[config.mk]
export PLATFORM = sky130hd
export DESIGN_NAME = code_lock_param
export DESIGN_NICKNAME = d
export VERILOG_FILES = /design/src/rtl/code_lock_param.sv
export SDC_FILE = /design/constraint.sdc
export NUM_CORES = 1
export LEC_CHECK = 0
export BUFFER_PORTS_ARGS = -buffer_cell sky130_fd_sc_hd__buf_2
export CAP_MARGIN = 40
export CORE_MARGIN = 4
export CORE_UTILIZATION = 50
export DETAILED_ROUTE_END_ITERATION = 12
export GPL_TIMING_DRIVEN = 0
export PLACE_DENSITY_LB_ADDON = 0.2
export SYNTH_ARGS = -nofsm -noshare
export SYNTH_HDL_FRONTEND = slang
export SYNTH_SLANG_ARGS = --single-unit
export TNS_END_PERCENT = 100
[constraint.sdc]
create_clock -name clk -period 2.75 [get_ports clk]
set_input_delay 0.1375 -clock clk [delete_from_list [all_inputs] [get_ports clk]]
set_output_delay 0.1375 -clock clk [all_outputs]
set_load 0.02 [all_outputs]
[src/rtl/code_lock_param.sv]
`default_nettype none
// ============================================================================
//  Module   : code_lock_param
//  Purpose  : Parameterised digit-code lock. Digits are submitted on rising
//             edges of enter, checked against CODE without revealing where
//             an error occurred, and the result drives UNLOCKED or a timed
//             ERROR hold. Build with CODE_LOCK_LOCKOUT_EN defined to add a
//             failed-attempt counter and a timed LOCKOUT state.
//  Revision : 1.0  initial release
// ============================================================================
module code_lock_param #(
  parameter int                          CODE_LEN    = 4,
  parameter int                          DIGIT_W     = 4,
  parameter logic [CODE_LEN*DIGIT_W-1:0] CODE        = 16'h1234,
  parameter int                          ERR_CYC     = 8,
  parameter int                          MAX_TRIES   = 3,
  parameter int                          LOCKOUT_CYC = 1000
) (
  input  logic                            clk,
  input  logic                            reset,
  input  logic [DIGIT_W-1:0]              in_digit,
  input  logic                            enter,
  input  logic                            clear,
  output logic                            locked_led,
  output logic                            unlocked_led,
  output logic                            error_led,
  output logic                            lockout_led,
  output logic [2:0]                      state_leds,
  output logic [$clog2(CODE_LEN+1)-1:0]   digit_idx
);

  localparam int c_idx_w    = $clog2(CODE_LEN + 1);
  localparam int c_hold_max = (ERR_CYC > LOCKOUT_CYC) ? ERR_CYC : LOCKOUT_CYC;
  localparam int c_cnt_w    = $clog2(c_hold_max + 1);

  localparam logic [c_idx_w-1:0] c_last_idx = c_idx_w'(CODE_LEN - 1);
  localparam logic [c_cnt_w-1:0] c_err_last = c_cnt_w'(ERR_CYC - 1);
`ifdef CODE_LOCK_LOCKOUT_EN
  localparam int                 c_fail_w    = $clog2(MAX_TRIES + 1);
  localparam logic [c_fail_w-1:0] c_max_tries = c_fail_w'(MAX_TRIES);
  localparam logic [c_cnt_w-1:0] c_lock_last = c_cnt_w'(LOCKOUT_CYC - 1);
`endif

  // Reject parameter sets the hold/index logic cannot represent.
  generate
    if (CODE_LEN < 1 || CODE_LEN > 8 || ERR_CYC < 1 || MAX_TRIES < 1 || LOCKOUT_CYC < 1) begin : g_bad_params
      $error("code_lock_param: parameter out of range");
    end
  endgenerate

  // State encoding doubles as the state_leds pattern.
  typedef enum logic [2:0] {
    S_IDLE     = 3'b001,
    S_ENTRY    = 3'b010,
    S_UNLOCKED = 3'b100,
    S_ERROR    = 3'b011
`ifdef CODE_LOCK_LOCKOUT_EN
    , S_LOCKOUT = 3'b111
`endif
  } state_t;

  state_t               r_state, w_state_nxt;
  logic [c_idx_w-1:0]   r_idx, w_idx_nxt;
  logic                 r_flag, w_flag_nxt;
  logic [c_cnt_w-1:0]   r_cnt, w_cnt_nxt;
  logic                 r_enter_q;
  logic                 r_armed;
  logic                 w_submit;
  logic                 w_mismatch;
  logic [DIGIT_W-1:0]   w_code_digit;
`ifdef CODE_LOCK_LOCKOUT_EN
  logic [c_fail_w-1:0]  r_fail, w_fail_nxt;
`endif

  // r_armed stays low while enter has been high continuously since reset,
  // so a held key cannot masquerade as a fresh press after reset release.
  assign w_submit   = enter & ~r_enter_q & r_armed;
  assign w_mismatch = (in_digit != w_code_digit);

  // Select the expected digit for the current position; digit 0 is the MSBs.
  always_comb begin
    w_code_digit = '0;
    for (int i = 0; i < CODE_LEN; i++) begin
      if (r_idx == c_idx_w'(i)) begin
        w_code_digit = CODE[(CODE_LEN-1-i)*DIGIT_W +: DIGIT_W];
      end
    end
  end

  // Register the FSM state, entry progress, hold counter and enter history.
  always_ff @(posedge clk) begin
    if (reset) begin
      r_state   <= S_IDLE;
      r_idx     <= '0;
      r_flag    <= 1'b0;
      r_cnt     <= '0;
      r_enter_q <= 1'b0;
      r_armed   <= ~enter;
`ifdef CODE_LOCK_LOCKOUT_EN
      r_fail    <= '0;
`endif
    end else begin
      r_state   <= w_state_nxt;
      r_idx     <= w_idx_nxt;
      r_flag    <= w_flag_nxt;
      r_cnt     <= w_cnt_nxt;
      r_enter_q <= enter;
      r_armed   <= r_armed | ~enter;
`ifdef CODE_LOCK_LOCKOUT_EN
      r_fail    <= w_fail_nxt;
`endif
    end
  end

  // Next-state logic; clear takes priority over a simultaneous submit.
  always_comb begin
    w_state_nxt = r_state;
    w_idx_nxt   = r_idx;
    w_flag_nxt  = r_flag;
    w_cnt_nxt   = r_cnt;
`ifdef CODE_LOCK_LOCKOUT_EN
    w_fail_nxt  = r_fail;
`endif
    case (r_state)
      S_IDLE, S_ENTRY: begin
        if (clear) begin
          w_state_nxt = S_IDLE;
          w_idx_nxt   = '0;
          w_flag_nxt  = 1'b0;
        end else if (w_submit) begin
          if (r_idx != c_last_idx) begin
            w_state_nxt = S_ENTRY;
            w_idx_nxt   = r_idx + 1'b1;
            w_flag_nxt  = r_flag | w_mismatch;
          end else begin
            w_idx_nxt  = '0;
            w_flag_nxt = 1'b0;
            w_cnt_nxt  = '0;
            if (r_flag | w_mismatch) begin
              w_state_nxt = S_ERROR;
`ifdef CODE_LOCK_LOCKOUT_EN
              if (r_fail != c_max_tries) begin
                w_fail_nxt = r_fail + 1'b1;
              end
`endif
            end else begin
              w_state_nxt = S_UNLOCKED;
`ifdef CODE_LOCK_LOCKOUT_EN
              w_fail_nxt  = '0;
`endif
            end
          end
        end
      end
      S_UNLOCKED: begin
        if (clear || w_submit) begin
          w_state_nxt = S_IDLE;
        end
      end
      S_ERROR: begin
        if (r_cnt == c_err_last) begin
          w_cnt_nxt   = '0;
          w_state_nxt = S_IDLE;
`ifdef CODE_LOCK_LOCKOUT_EN
          if (r_fail >= c_max_tries) begin
            w_state_nxt = S_LOCKOUT;
          end
`endif
        end else begin
          w_cnt_nxt = r_cnt + 1'b1;
        end
      end
`ifdef CODE_LOCK_LOCKOUT_EN
      S_LOCKOUT: begin
        if (r_cnt == c_lock_last) begin
          w_cnt_nxt   = '0;
          w_fail_nxt  = '0;
          w_state_nxt = S_IDLE;
        end else begin
          w_cnt_nxt = r_cnt + 1'b1;
        end
      end
`endif
      default: begin
        w_state_nxt = S_IDLE;
        w_idx_nxt   = '0;
        w_flag_nxt  = 1'b0;
        w_cnt_nxt   = '0;
      end
    endcase
  end

  // Moore outputs decoded from the state and index registers only.
  assign locked_led   = (r_state == S_IDLE) || (r_state == S_ENTRY);
  assign unlocked_led = (r_state == S_UNLOCKED);
  assign error_led    = (r_state == S_ERROR);
`ifdef CODE_LOCK_LOCKOUT_EN
  assign lockout_led  = (r_state == S_LOCKOUT);
`else
  assign lockout_led  = 1'b0;
`endif
  assign state_leds   = r_state;
  assign digit_idx    = r_idx;

endmodule
`default_nettype wire

==> impl_metrics.prom, run 1 <==
# TYPE chip_impl_metric gauge
chip_impl_info{name="run_status",value="complete, no violations"} 1
chip_impl_metric{name="synth.net_count",unit=""} 155
chip_impl_metric{name="synth_mux_area_share",unit="%"} 1.64
chip_impl_metric{name="ir_worst_vdd",unit="mV"} 0.433
chip_impl_metric{name="detail_route.wirelength",unit="um"} 2450
chip_impl_metric{name="cts_max_path_buffers",unit=""} 2
chip_impl_metric{name="layout.cells.non_filler",unit=""} 190
chip_impl_metric{name="worst_slew_pin_slew",unit="ns"} 0.646
chip_impl_metric{name="worst_setup_hold_path_clk_slew",unit="ns"} 0.11
chip_impl_metric{name="required",unit="ns"} 2.93
chip_impl_info{name="synth_top_family_by_area",value="simple AND/OR/NAND/NOR gates"} 1
chip_impl_metric{name="global_route_wire_length_before_repair",unit="um"} 4230
chip_impl_metric{name="clock_skew",unit="ns"} 0.00428
chip_impl_info{name="netlist_top_cells_area",value="sky130_fd_sc_hd__dfxtp_1, sky130_fd_sc_hd__xnor2_1, sky130_fd_sc_hd__nor2_1, sky130_fd_sc_hd__ha_1, sky130_fd_sc_hd__nor4_2"} 1
chip_impl_metric{name="die_area",unit="um2"} 3300
chip_impl_metric{name="post-route-period-util",unit="%"} 74.9
chip_impl_metric{name="area_fraction_in_and_or_nand_and_nor_cells_after_synthesis",unit="%"} 35.8
chip_impl_metric{name="route.detailed.drc",unit=""} 0
chip_impl_metric{name="post_cts_resize_count",unit=""} 0
chip_impl_metric{name="detailedPlacementHpwl",unit="um"} 1890
chip_impl_metric{name="setup_viol",unit=""} 0
chip_impl_metric{name="compound_gate_portion_of_the_synthesized_area",unit="%"} 12.1
chip_impl_metric{name="synth-adder-area-share",unit="%"} 5.12
chip_impl_metric{name="cts-htree-levels",unit=""} 1
chip_impl_info{name="clockRootBuffer",value="sky130_fd_sc_hd__clkbuf_4"} 1
chip_impl_metric{name="clock_sinks",unit=""} 19
chip_impl_metric{name="dr_total_vias",unit=""} 1059
chip_impl_metric{name="placement_rows",unit=""} 17
chip_impl_info{name="startpoint_type",value="register"} 1
chip_impl_metric{name="chipWidth",unit="um"} 57.4
chip_impl_metric{name="inst_count_dp",unit=""} 186
chip_impl_metric{name="final-hold-violation-count",unit=""} 0
chip_impl_info{name="critical_path_class",value="reg -> reg"} 1
chip_impl_info{name="synth_top_flop_cell",value="sky130_fd_sc_hd__dfxtp_1"} 1
chip_impl_metric{name="routabilityCongestion",unit=""} 0.787
chip_impl_metric{name="met2WireLength",unit="um"} 1280
chip_impl_metric{name="delay_of_the_slowest_critical_path_stage",unit="ns"} 0.48
chip_impl_metric{name="holdBufCountCts",unit=""} 0
chip_impl_metric{name="routedWlPerCell",unit="um"} 12.9
chip_impl_metric{name="grt_pass1_vias",unit=""} 1004
chip_impl_metric{name="synthXorXnorAreaFrac",unit="%"} 8.60
chip_impl_metric{name="setup_total_negative_slack",unit="ns"} 0
chip_impl_metric{name="detailedRoute.firstIterationViolations",unit=""} 19
chip_impl_metric{name="grt.overflow.total",unit=""} 0
chip_impl_metric{name="synth_top_area_share",unit="%"} 31.1
chip_impl_metric{name="power",unit="W"} 0.000602
chip_impl_metric{name="routed_via_density",unit=""} 5.57
chip_impl_metric{name="final_antenna_net_count",unit=""} 0
chip_impl_info{name="crit_path_top_delay_cell",value="sky130_fd_sc_hd__a211oi_4"} 1
chip_impl_metric{name="firstDrtPassIters",unit=""} 4
chip_impl_metric{name="number_of_antenna_violations_at_the_first_check_in_global_routing",unit=""} 0
chip_impl_info{name="synth_largest_area_cell",value="sky130_fd_sc_hd__dfxtp_1"} 1
chip_impl_metric{name="power_density_normalized_to_cell_area",unit="nW/um2"} 441
chip_impl_metric{name="cts-buffers-inserted",unit=""} 3
chip_impl_metric{name="slew_headroom",unit="%"} 56.6
chip_impl_info{name="tritoncts_clock_tree",value="done"} 1
chip_impl_metric{name="arrival_time_of_the_worst_setup_path",unit="ns"} 2.24
chip_impl_info{name="critical_path.cell_chain",value="ha_1, nor4b_2, nand3b_1, o41a_1, a211oi_4, nor2_1"} 1
chip_impl_metric{name="seq_area_frac_synth",unit="%"} 31.1
chip_impl_metric{name="power.static_leakage",unit="nW"} 0.510
chip_impl_metric{name="achievable-frequency",unit="GHz"} 0.485
chip_impl_info{name="rsz0062_at_grt",value="false"} 1
chip_impl_metric{name="dr_wl_met3",unit="um"} 92
chip_impl_metric{name="die_h",unit="um"} 57.4
chip_impl_metric{name="slew_violations",unit=""} 0
chip_impl_metric{name="syn_area_per_cell",unit="um2"} 8.61
chip_impl_metric{name="wl_met1",unit="um"} 1070
chip_impl_metric{name="nets",unit=""} 176
chip_impl_metric{name="cp_num_buf_inv",unit=""} 0
chip_impl_info{name="highest_routing_layer_actually_used",value="met4"} 1
chip_impl_metric{name="crit_path_max_fanout",unit=""} 10
chip_impl_metric{name="antennaDiodeCount",unit=""} 0
chip_impl_metric{name="postCtsSetupRepairBufs",unit=""} 0
chip_impl_info{name="yosys.cell_count.top_type",value="sky130_fd_sc_hd__nor2_1"} 1
chip_impl_metric{name="clock_period_minus_final_worst_setup_slack",unit="ns"} 2.06
chip_impl_metric{name="maxCapViolations",unit=""} 0
chip_impl_metric{name="maximum_number_of_pins_on_one_net_before_global_route_repair",unit=""} 11
chip_impl_metric{name="clk_latency",unit="ns"} 0.29
chip_impl_metric{name="grtUsageTotal",unit="%"} 15.9
chip_impl_metric{name="postSynth.asyncResetShare",unit="%"} 0
chip_impl_metric{name="post_synth_instance_area",unit="um2"} 1220
chip_impl_metric{name="fp.coreArea",unit="um2"} 2280
chip_impl_metric{name="synth_cell_type_count",unit=""} 42
chip_impl_metric{name="netlist_instances",unit=""} 142
chip_impl_metric{name="floorplan.io_pins",unit=""} 18
chip_impl_metric{name="synth.ff_latch_count",unit=""} 19
chip_impl_info{name="synth_commonest_cells",value="sky130_fd_sc_hd__nor2_1, sky130_fd_sc_hd__dfxtp_1, sky130_fd_sc_hd__xnor2_1"} 1
chip_impl_metric{name="synth_enable_flop_cells",unit=""} 0
chip_impl_metric{name="buffer_ports.inserted",unit=""} 16
chip_impl_metric{name="drive_gt1_share",unit="%"} 22.2
chip_impl_info{name="path_delay_family",value="compound AO/OA/AOI/OAI gates"} 1
chip_impl_info{name="min_path_type",value="in -> reg"} 1
chip_impl_metric{name="yosys_warnings",unit=""} 0
chip_impl_metric{name="area_growth_syn_to_layout",unit="%"} 11.6
chip_impl_metric{name="floorplan.initialDensity",unit="%"} 53.7
chip_impl_info{name="critical_path.endpoint_type",value="register"} 1
## layout by cell type (no fill, tap or decap), drive strengths merged, types with 6 or more instances in the layout
master	n
dfxtp	19
xnor2	10
nand2	7
buf	21
o21ai	8
nor2	21
nor4	6
nand3	6
inv	6
nor3	7
## area by class of cell
type,count,area (um2)
timing repair buffer,16,80.1
buffer,6,42.5
multi-input combinational,111,777
clock buffer,4,26.3
inverter,6,22.5
sequential,19,380
tap,28,35.0
fill,218,912
## per-layer routing
| metal | track usage [%] | vias up |
|---|---|---|
| met1 | 17.5 | 493 |
| met4 | 1.99 | 0 |
| met2 | 30.6 | 19 |
| li1 | - | 545 |
| met5 | 0 | - |
| met3 | 4.07 | 2 |
## state kept, by name (all words and copies together), names as in the netlist
name / count
digit_idx: 3
r_armed: 1
r_cnt: 10
r_enter_q: 1
r_flag: 1
state_leds: 3
## kinds of logic (layout without fill, tap and decap cells)
| group | after synthesis | after routing |
|---|---|---|
| DFF | 19 | 19 |
| muxes | 2 | 2 |
| xor gates and xnor gates | 12 | 12 |
| AOI/OAI and AO/OA | 20 | 20 |
| adders and majority gates | 5 | 5 |
| buffers and inverters | 12 | 32 |
| and+or+nand+nor | 71 | 71 |
| other | 1 | 1 |
## per-stage QoR
step / cell area (um2) / hold WS (ns) / util (%) / setup slack (ns)
finish: 1360 / 0.0778 / 59.9 / 0.690
global route: 1360 / 0.0528 / 59.9 / 0.508
CTS: 1360 / 0.0675 / 59.9 / 0.639
detailed placement: 1340 / 0.378 / 58.8 / 0.670
global placement: 1340 / 0.345 / 58.8 / 0.696
floorplan: 1220 / 0.214 / - / 0.829
## report_power, final
part           internal [W]  total [W]  switching (W)
sequential         0.000288   0.000300      0.0000121
combinational     0.0000647   0.000162      0.0000975
clock             0.0000564   0.000139      0.0000830
total              0.000409   0.000602       0.000193
## worst paths after layout
path	start	slack, ns	end	depth (start not counted)
max reg2reg	r_cnt[0]	0.69	r_cnt[0]	6
max	r_cnt[0]	0.69	r_cnt[0]	6
min reg2reg	r_flag	0.51	r_flag	2
min	enter	0.08	r_armed	2
(Power assumes the default switching activity.)
==> run 2, diff against run 1 <==
--- a/config.mk
+++ b/config.mk
@@ -5,6 +5,7 @@
 export SDC_FILE = /design/constraint.sdc
 export NUM_CORES = 1
 export LEC_CHECK = 0
+export ABC_AREA = 1
 export BUFFER_PORTS_ARGS = -buffer_cell sky130_fd_sc_hd__buf_2
 export CAP_MARGIN = 40
 export CORE_MARGIN = 4
==> constraint.sdc (replaced) <==
create_clock -name clk -period 1.8 [get_ports clk]
set_input_delay 0.09 -clock clk [delete_from_list [all_inputs] [get_ports clk]]
set_output_delay 0.09 -clock clk [all_outputs]
set_load 0.02 [all_outputs]
==> impl_metrics.prom, run 2 <==
# TYPE chip_impl_metric gauge
chip_impl_info{name="run_status",value="complete, no violations"} 1
chip_impl_metric{name="synth.ff_latch_count",unit=""} 19
chip_impl_metric{name="power",unit="W"} 0.00108
chip_impl_info{name="setup.worst_path.start",value="digit_idx[0]"} 1
chip_impl_metric{name="grt.overflow.total",unit=""} 0
chip_impl_metric{name="synth_cell_type_count",unit=""} 29
chip_impl_metric{name="clock_period_minus_final_worst_setup_slack",unit="ns"} 1.58
chip_impl_metric{name="postSynth.asyncResetShare",unit="%"} 0
chip_impl_metric{name="preCtsSetupSlack",unit="ns"} 0.262
chip_impl_info{name="rsz0062_at_grt",value="false"} 1
chip_impl_info{name="synth_commonest_cells",value="sky130_fd_sc_hd__nand2_1, sky130_fd_sc_hd__inv_1, sky130_fd_sc_hd__nor2_1"} 1
chip_impl_metric{name="ir_worst_vdd",unit="mV"} 0.528
chip_impl_info{name="synth_largest_area_cell",value="sky130_fd_sc_hd__dfxtp_1"} 1
chip_impl_metric{name="netlist_instances",unit=""} 185
chip_impl_metric{name="max_ffs_per_register",unit=""} 10
chip_impl_metric{name="synth.net_count",unit=""} 198
chip_impl_metric{name="post_synth_instance_area",unit="um2"} 1220
chip_impl_metric{name="global_route_wire_length_before_repair",unit="um"} 4400
chip_impl_metric{name="cp_num_buf_inv",unit=""} 0
chip_impl_metric{name="number_of_antenna_violations_at_the_first_check_in_global_routing",unit=""} 0
chip_impl_metric{name="required",unit="ns"} 2.04
chip_impl_metric{name="arrival_time_of_the_worst_setup_path",unit="ns"} 1.82
chip_impl_metric{name="cell_internal_pwr",unit="W"} 0.000655
chip_impl_info{name="reg2reg_from",value="digit_idx[0]"} 1
chip_impl_metric{name="clk_latency",unit="ns"} 0.30
chip_impl_metric{name="routedWlPerCell",unit="um"} 11.0
chip_impl_metric{name="final_core_utilization",unit="%"} 60.4
chip_impl_info{name="hold_path_startpoint",value="reset"} 1
chip_impl_metric{name="chipWidth",unit="um"} 57.4
chip_impl_info{name="critical_path.endpoint_type",value="register"} 1
chip_impl_info{name="min_path_type",value="in -> reg"} 1
chip_impl_metric{name="synth_top_area_share",unit="%"} 31.2
chip_impl_metric{name="placement_rows",unit=""} 17
chip_impl_metric{name="switching_power",unit="W"} 0.000424
chip_impl_metric{name="drive_gt1_share",unit="%"} 20.4
chip_impl_metric{name="final-hold-violation-count",unit=""} 0
chip_impl_metric{name="route.detailed.drc",unit=""} 0
chip_impl_info{name="most-common-layout-cells",value="sky130_fd_sc_hd__nand2_1, sky130_fd_sc_hd__inv_1, sky130_fd_sc_hd__nor2_1, sky130_fd_sc_hd__dfxtp_1, sky130_fd_sc_hd__buf_2"} 1
chip_impl_metric{name="firstDrtPassIters",unit=""} 4
chip_impl_info{name="critical_path.cell_chain",value="ha_1, nor2_1, nand2_1, nand2_1, nand2_1, nor2_1, nand3_1, nor2_1, nor2_1, nor2_1"} 1
chip_impl_metric{name="seq_area_frac_synth",unit="%"} 31.2
chip_impl_metric{name="routabilityCongestion",unit=""} 0.883
chip_impl_info{name="yosys.cell_count.top_type",value="sky130_fd_sc_hd__nand2_1"} 1
chip_impl_metric{name="worst_slack",unit="ns"} 0.223
chip_impl_metric{name="delay_of_the_slowest_critical_path_stage",unit="ns"} 0.37
chip_impl_metric{name="cts-htree-levels",unit=""} 1
chip_impl_info{name="clockRootBuffer",value="sky130_fd_sc_hd__clkbuf_4"} 1
chip_impl_metric{name="postCtsSetupRepairBufs",unit=""} 0
chip_impl_metric{name="post-route-period-util",unit="%"} 87.6
chip_impl_metric{name="antennaDiodeCount",unit=""} 0
chip_impl_metric{name="worst_setup_hold_path_clk_slew",unit="ns"} 0.12
chip_impl_metric{name="detail_route.wirelength",unit="um"} 2570
chip_impl_metric{name="cts_max_path_buffers",unit=""} 2
chip_impl_metric{name="final_antenna_net_count",unit=""} 0
chip_impl_metric{name="detailedRoute.firstIterationViolations",unit=""} 51
chip_impl_info{name="synth_top_flop_cell",value="sky130_fd_sc_hd__dfxtp_1"} 1
chip_impl_metric{name="nets",unit=""} 220
chip_impl_metric{name="power.share.switching",unit="%"} 39.3
chip_impl_metric{name="yosys_warnings",unit=""} 0
chip_impl_info{name="tritoncts_clock_tree",value="done"} 1
chip_impl_info{name="top_register",value="r_cnt"} 1
chip_impl_metric{name="floorplan.initialDensity",unit="%"} 53.6
chip_impl_metric{name="fp.coreArea",unit="um2"} 2280
chip_impl_metric{name="setup_total_negative_slack",unit="ns"} 0
chip_impl_metric{name="power.clock.fraction",unit="%"} 20.7
chip_impl_info{name="netlist_top_cells_area",value="sky130_fd_sc_hd__dfxtp_1, sky130_fd_sc_hd__nand2_1, sky130_fd_sc_hd__inv_1, sky130_fd_sc_hd__nor2_1, sky130_fd_sc_hd__nand3_1"} 1
chip_impl_metric{name="maxCapViolations",unit=""} 0
chip_impl_info{name="crit_path_top_delay_cell",value="sky130_fd_sc_hd__dfxtp_1"} 1
chip_impl_metric{name="die_h",unit="um"} 57.4
chip_impl_metric{name="clock_skew",unit="ns"} 0.00652
chip_impl_metric{name="syn_area_per_cell",unit="um2"} 6.59
chip_impl_info{name="path_delay_family",value="simple AND/OR/NAND/NOR gates"} 1
chip_impl_metric{name="dr_total_vias",unit=""} 1155
chip_impl_metric{name="slew_violations",unit=""} 0
chip_impl_metric{name="buffer_ports.inserted",unit=""} 16
chip_impl_metric{name="combPwrFrac",unit="%"} 35.5
chip_impl_metric{name="detailedPlacementHpwl",unit="um"} 2050
chip_impl_metric{name="power_density_normalized_to_cell_area",unit="nW/um2"} 785
chip_impl_metric{name="area_growth_syn_to_layout",unit="%"} 12.7
chip_impl_metric{name="clock_sinks",unit=""} 19
chip_impl_metric{name="synth_enable_flop_cells",unit=""} 0
chip_impl_info{name="most_frequent_standard_cell_in_the_layout_excluding_fill_and_tap_cells",value="sky130_fd_sc_hd__nand2_1"} 1
chip_impl_info{name="critical_path_class",value="reg -> reg"} 1
chip_impl_metric{name="maximum_number_of_pins_on_one_net_before_global_route_repair",unit=""} 13
chip_impl_metric{name="routed_via_density",unit=""} 4.94
chip_impl_metric{name="cts-buffers-inserted",unit=""} 3
chip_impl_metric{name="crit_path_max_fanout",unit=""} 5
chip_impl_info{name="startpoint_type",value="register"} 1
chip_impl_metric{name="achievable-frequency",unit="GHz"} 0.634
chip_impl_info{name="cp_common_cell",value="sky130_fd_sc_hd__nor2_1"} 1
chip_impl_metric{name="grtUsageTotal",unit="%"} 16.6
chip_impl_metric{name="die_area",unit="um2"} 3290
chip_impl_metric{name="floorplan.io_pins",unit=""} 18
chip_impl_metric{name="sequential_power_share",unit="%"} 43.8
chip_impl_metric{name="grt_pass1_vias",unit=""} 1032
chip_impl_metric{name="setup_viol",unit=""} 0
chip_impl_metric{name="power.static_leakage",unit="nW"} 0.667
-- run 2: changes by cell type in the layout (fill, tap and decap cells not counted), moves of 4 or more --
cell and delta:
sky130_fd_sc_hd__xnor2_1 -9, sky130_fd_sc_hd__nand2b_1 -5, sky130_fd_sc_hd__a21oi_1 +10, sky130_fd_sc_hd__nand3_1 +7, sky130_fd_sc_hd__o21ai_0 -6, sky130_fd_sc_hd__inv_1 +22, sky130_fd_sc_hd__nand2_1 +38, sky130_fd_sc_hd__nand2_2 +5
sky130_fd_sc_hd__nor4_2 -4
-- run 2: path summary, 6_finish.rpt --
check,cells past startpoint,slack (ns),to
hold / removal,2,0.05,digit_idx[2]
setup reg to reg,10,0.22,state_leds[2]
hold reg to reg,2,0.46,r_armed
setup / recovery,10,0.22,state_leds[2]
-- run 2: power by group through the flow --
stage	clock, W	sequential, W	combinational (W)
2_1_floorplan	0	0.000495	0.000276
3_3_place_gp	0	0.000479	0.000371
3_5_place_dp	0	0.000481	0.000382
4_1_cts	0.000231	0.000472	0.000385
5_1_grt	0.000243	0.000475	0.000426
6_report	0.000223	0.000473	0.000383
-- run 2: kinds of logic (layout without fill, tap and decap cells) --
family | count (synthesis) | after routing | synth area share (%)
and+or+nand+nor | 106 | 106 | 41.9
buffers and inverters | 32 | 53 | 10.4
AOI/OAI and AO/OA | 21 | 21 | 10.4
DFF | 19 | 19 | 31.2
adders and majority gates | 5 | 5 | 5.13
other | 1 | 1 | 0.307
xor gates and xnor gates | 1 | 1 | 0.718
-- run 2: per-stage QoR --
step | std cells | instance area, um2 | hold WS (ns)
finish | 234 | 1380 | 0.0482
CTS | 234 | 1380 | 0.0403
floorplan | 185 | 1220 | 0.159
global placement | 229 | 1340 | 0.285
global route | 234 | 1380 | 0.0410
detailed placement | 229 | 1340 | 0.293
-- run 2: timing repair --
action | in CTS | in global routing
hold buffers | 1 | 0
endpoints found under the hold margin | 1 | 0
gates resized for setup | 0 | 0
-- run 2: layout make-up --
class / instances / area, um2
inverter: 30 / 115
sequential: 19 / 380
timing repair buffer: 17 / 90.1
tap: 28 / 35.0
multi-input combinational: 134 / 713
fill: 225 / 901
buffer: 2 / 11.3
clock inverter: 1 / 7.51
clock buffer: 3 / 22.5
-- run 2: layer usage --
metal | vias to the layer above | part of all wire, % | wire length, um | track usage (%)
met4 | 0 | 0.54 | 14 | 2.98
met1 | 512 | 47 | 1220 | 20.7
met2 | 24 | 46 | 1180 | 28.5
li1 | 617 | - | - | -
met3 | 2 | 6.1 | 156 | 4.52
met5 | - | 0 | 0 | 0
